===== src/rtl/npc_fetch_f.sv =====
// Fetch-stage next-PC selection and F/D PC pipeline register.
// Optional macro NPC_FETCH_ADEL_EN builds the fetch-address legality check that drives adel_D.
module npc_fetch_f #(
  parameter logic [31:0] RESET_PC    = 32'h0000_3000,
  parameter logic [31:0] EXC_HANDLER = 32'h0000_4180,
  parameter logic [31:0] IM_BASE     = 32'h0000_3000,
  parameter logic [31:0] IM_TOP      = 32'h0000_6ffc
) (
  input  logic        clk,
  input  logic        reset,
  input  logic        stall,
  input  logic        Branch,
  input  logic        is_branch_D,
  input  logic        is_j_D,
  input  logic        is_jr_D,
  input  logic [15:0] imm16_D,
  input  logic [25:0] index26_D,
  input  logic [31:0] rs_val_D,
  input  logic        exc_req,
  input  logic        eret_req,
  input  logic [31:0] epc,
  output logic [31:0] pc_F,
  output logic [31:0] pc_D,
  output logic        valid_D,
  output logic        bd_D,
  output logic        adel_D
);

  logic [31:0] pc_d_plus4;
  logic [31:0] br_target;
  logic [31:0] j_target;
  logic [31:0] pc_next;
  logic        flush;
  logic        br_taken;
  logic        j_taken;
  logic        jr_taken;
  logic        ctl_d;
  logic        illegal_f;

  if (IM_BASE > IM_TOP) begin : g_bad_im_range
    $error("npc_fetch_f: IM_BASE lies above IM_TOP");
  end

  // Control-transfer decode only counts for a real instruction in D.
  always_comb begin
    pc_d_plus4 = pc_D + 32'd4;
    br_target  = pc_d_plus4 + {{14{imm16_D[15]}}, imm16_D, 2'b00};
    j_target   = {pc_d_plus4[31:28], index26_D, 2'b00};
    flush      = exc_req | eret_req;
    br_taken   = valid_D & is_branch_D & Branch;
    j_taken    = valid_D & is_j_D;
    jr_taken   = valid_D & is_jr_D;
    ctl_d      = valid_D & (is_branch_D | is_j_D | is_jr_D);
  end

  always_comb begin
    pc_next = pc_F + 32'd4;
    if (exc_req)       pc_next = EXC_HANDLER;
    else if (eret_req) pc_next = epc;
    else if (stall)    pc_next = pc_F;
    else if (br_taken) pc_next = br_target;
    else if (j_taken)  pc_next = j_target;
    else if (jr_taken) pc_next = rs_val_D;
  end

`ifdef NPC_FETCH_ADEL_EN
  always_comb begin
    illegal_f = (pc_F[1:0] != 2'b00) | (pc_F < IM_BASE) | (pc_F > IM_TOP);
  end
`else
  always_comb begin
    illegal_f = 1'b0;
  end
`endif

  always_ff @(posedge clk or negedge reset) begin
    if (!reset) begin
      pc_F <= RESET_PC;
    end else begin
      pc_F <= pc_next;
    end
  end

  // A flush loads pc_D with the redirect target so CP0 sees where fetch resumes.
  always_ff @(posedge clk or negedge reset) begin
    if (!reset) begin
      pc_D    <= RESET_PC;
      valid_D <= 1'b0;
      bd_D    <= 1'b0;
      adel_D  <= 1'b0;
    end else if (flush) begin
      pc_D    <= pc_next;
      valid_D <= 1'b0;
      bd_D    <= 1'b0;
      adel_D  <= 1'b0;
    end else if (!stall) begin
      pc_D    <= pc_F;
      valid_D <= 1'b1;
      bd_D    <= ctl_d;
      adel_D  <= illegal_f;
    end
  end

endmodule


===== config.mk =====
export PLATFORM = sky130hd
export DESIGN_NAME = npc_fetch_f
export DESIGN_NICKNAME = d
export VERILOG_FILES = /design/src/rtl/npc_fetch_f.sv
export SDC_FILE = /design/constraint.sdc
export NUM_CORES = 1
export LEC_CHECK = 0
export CAP_MARGIN = 40
export CORE_AREA = 2 2 114 116
export DETAILED_ROUTE_END_ITERATION = 8
export DIE_AREA = 0 0 116 118
export PLACE_DENSITY = 0.87
export SYNTH_ARGS = -nofsm -noshare
export SYNTH_HDL_FRONTEND = slang
export SYNTH_SLANG_ARGS = --single-unit

===== constraint.sdc =====
create_clock -name clk -period 8.6 [get_ports clk]
set_clock_uncertainty 0.2 [all_clocks]
set_input_delay 1.72 -clock clk [delete_from_list [all_inputs] [get_ports clk]]
set_output_delay 1.72 -clock clk [all_outputs]
set_load 0.1 [all_outputs]

==> impl_results.md <==
- H-tree levels: 3
- Fin Setup TNS: 0 ns
- Skew-Pair Late Insertion Delay: 0.34 ns
- CP required: 8.61 ns
- Syn Nets: 984
- Share of cells above drive strength 1: 11.01%
- Overall global routing resource usage: 41.00%
- # hold bufs at CTS: 0
- Reg-to-reg slack, setup: 4.20 ns
- Outcome: finished clean
- Tcrit/Tclk final: 55.59%
- Dpl ws: 3.667 ns
- Critical path endpoint: pc_F[25]
- Maxcap violations: 0
- Boundary Pins: 182
- Final count of pins violating max slew: 0
- Worst setup EP type: flip-flop
- Measured slew at the worst slew-check pin: 0.8502 ns
- First-pass GRT wire length: 43.13 mm
- Crit path max fanout: 16
- Async S/R FF share, synth: 100.0%
- Initial DRC count: 1320
- Via count of the first global-routing pass: 7828
- Grt ovf: 0
- Post-cts resize count: 0
- CTS Buf Count: 9
- P per Cell Area: 143.5 nW/um^2
- Syn Area/Cell: 7.964 sq um
- Starting Density: 53.38%
- Main synth FF type: dfrtp_1
- Setup bufs post-CTS: 0
- Die Y: 118 um
- Clock Path Buffers: 2
- R2R Path End: pc_F[25]
- GPL Wtd Cong: 0.9868
- Util after Layout: 80.38%
- Net count, final: 1201
- Ys Warns: 0
- PnR worst setup slack: 3.819 ns
- Min cycle time layout: 4.781 ns
- Clock sink total: 66
- Synth Cell Area: 6626 sq um
- Fmax: 209.2 MHz
- Placeable Area: 12410 sq um
- Average wire per standard cell: 22.92 um
- Initial antenna violation count: 0
- WL final: 28.11 mm
- HPWL after DPL: 20.61 mm
- RSZ-0062 raised after global routing: no
- Pin count of the biggest net entering global routing: 63
- Cell Rows: 41
- Leak: 4.238 nW
- Post-route cell area: 9978 sq um
- Total number of vias: 7997
- Number of synthesized flops with an enable pin: 0
- Synth cell types: 64
- Fin. Hold Viols: 0
- Critical Path Source: imm16_D[15]
- Mapped Cells: 832
- Diode count: 0
- Vias per cell: 6.523
- Crit path launch type: primary input
- Chip Width: 116 um
- Clk root buf: clkbuf_16
- Share of the yosys chip area belonging to registers: 25.00%
- CTS tree: built
- DR pass1 iterations: 8
- Max IR drop VDD: 0.09709 mV
- Residual DRC: 0
- Setup violations, final: 0
- Clk pin slew, worst setup/hold paths: 0.06 ns
- Crit path kind: primary input to flip-flop
- Die area: 13690 sq um
- #FFs+latches synth: 66
- Hold Crit Class: flip-flop to flip-flop
- Final antenna-violating net count: 0
- Rel. slew slack: 43.16%
- CP Data Arrival Time: 4.79 ns
- Placed instance area: 9679 sq um
- I/O Buffers: 180
- Reg2reg path depth: 13
- R2r startpoint: pc_D[2]
- Area growth syn-to-layout: 50.59%
per-layer routing:
metal | up-vias | track usage, % | part of all wire, % | wire length [um]
met5 | - | 0 | 0 | 0
li1 | 3493 | - | - | -
met4 | 0 | 18.38 | 4.8 | 1351
met2 | 615 | 62.35 | 46 | 12850
met3 | 120 | 12.26 | 12 | 3242
met1 | 3769 | 53.39 | 38 | 10660
how the worst min path moves through the flow:
stage,startpoint,endpoint,cells after the start
finish,pc_F[13],pc_F[13],2
global route,pc_F[13],pc_F[13],2
CTS,pc_F[13],pc_F[13],2
detailed placement,pc_F[13],pc_F[13],2
global placement,bd_D,bd_D,2
floorplan,pc_F[13],pc_F[13],2
cell type report:
class / instances / area, sq um
tap: 172 / 215.2
multi-input combinational: 696 / 4681
timing repair buffer: 257 / 3055
fill: 767 / 2436
inverter: 19 / 71.32
clock inverter: 2 / 35.03
sequential: 66 / 1657
clock buffer: 14 / 264.0
stage by stage:
stage	power, mW	hold slack (ns)	instances
6_report	1.432	0.4145	1226
5_1_grt	1.473	0.4378	1226
4_1_cts	1.415	0.4025	1226
3_5_place_dp	1.029	0.3817	1210
3_3_place_gp	0.9253	0.3686	1141
2_1_floorplan	0.7461	0.5991	832
worst max-delay path: stages:
cell and delay (ns):
clkdlybuf4s50_1 0.76, ha_1 0.65, nand4_1 0.15, or2_2 0.32
o21ai_1 0.20, a41o_1 0.25, o21ai_0 0.16, xor2_1 0.18
a211oi_1 0.38
placed cells by master (no fill, tap or decap), drive strengths merged, types with 7 or more instances in the layout:
| cell | instances |
|---|---|
| dfrtp | 62 |
| and3 | 15 |
| and4 | 7 |
| mux2i | 32 |
| xnor2 | 46 |
| a21boi | 24 |
| buf | 79 |
| clkdlybuf4s50 | 178 |
| a21oi | 78 |
| nor3 | 15 |
| nand3 | 35 |
| xor2 | 36 |
| nor2 | 89 |
| a221oi | 7 |
| a211oi | 44 |
| a21o | 23 |
| nand2 | 46 |
| a31oi | 9 |
| clkbuf | 14 |
| nand4 | 23 |
| inv | 17 |
| o21a | 23 |
| o21ai | 46 |
| ha | 36 |
power by group:
part           internal [mW]  switching [mW]
sequential             0.334          0.0493
combinational          0.267           0.398
clock                  0.240           0.144
total                  0.841           0.591
Yosys cell counts (all sizes together) (24+ instances only):
cell type   n  area share [%]
mux2i      32             4.8
nor2       89             5.0
nand3      35             2.7
ha         36             6.8
clkbuf     41             2.6
nand2      46             2.6
o21ai      46             3.5
a21boi     24             2.7
dfrtp      62              23
xor2       36             4.8
a21oi      78             5.9
a211oi     44             5.2
xnor2      46             6.1
logic make-up (layout without fill, tap and decap cells):
logic type,count (synthesis),after routing,share of synthesized area (%)
adders and majority gates,37,37,7.100
and+or+nand+nor,253,253,18.84
xor gates and xnor gates,82,82,10.84
DFF,66,66,25.00
muxes,32,32,4.834
other,1,1,0.05659
buffers and inverters,70,292,4.362
AOI/OAI and AO/OA,291,291,28.97
sequential cells by signal (all words and copies together) (netlist names):
name	count
pc_D	32
pc_F	32
bd_D	1
valid_D	1
Note: power is estimated with default switching activity, not from simulation.
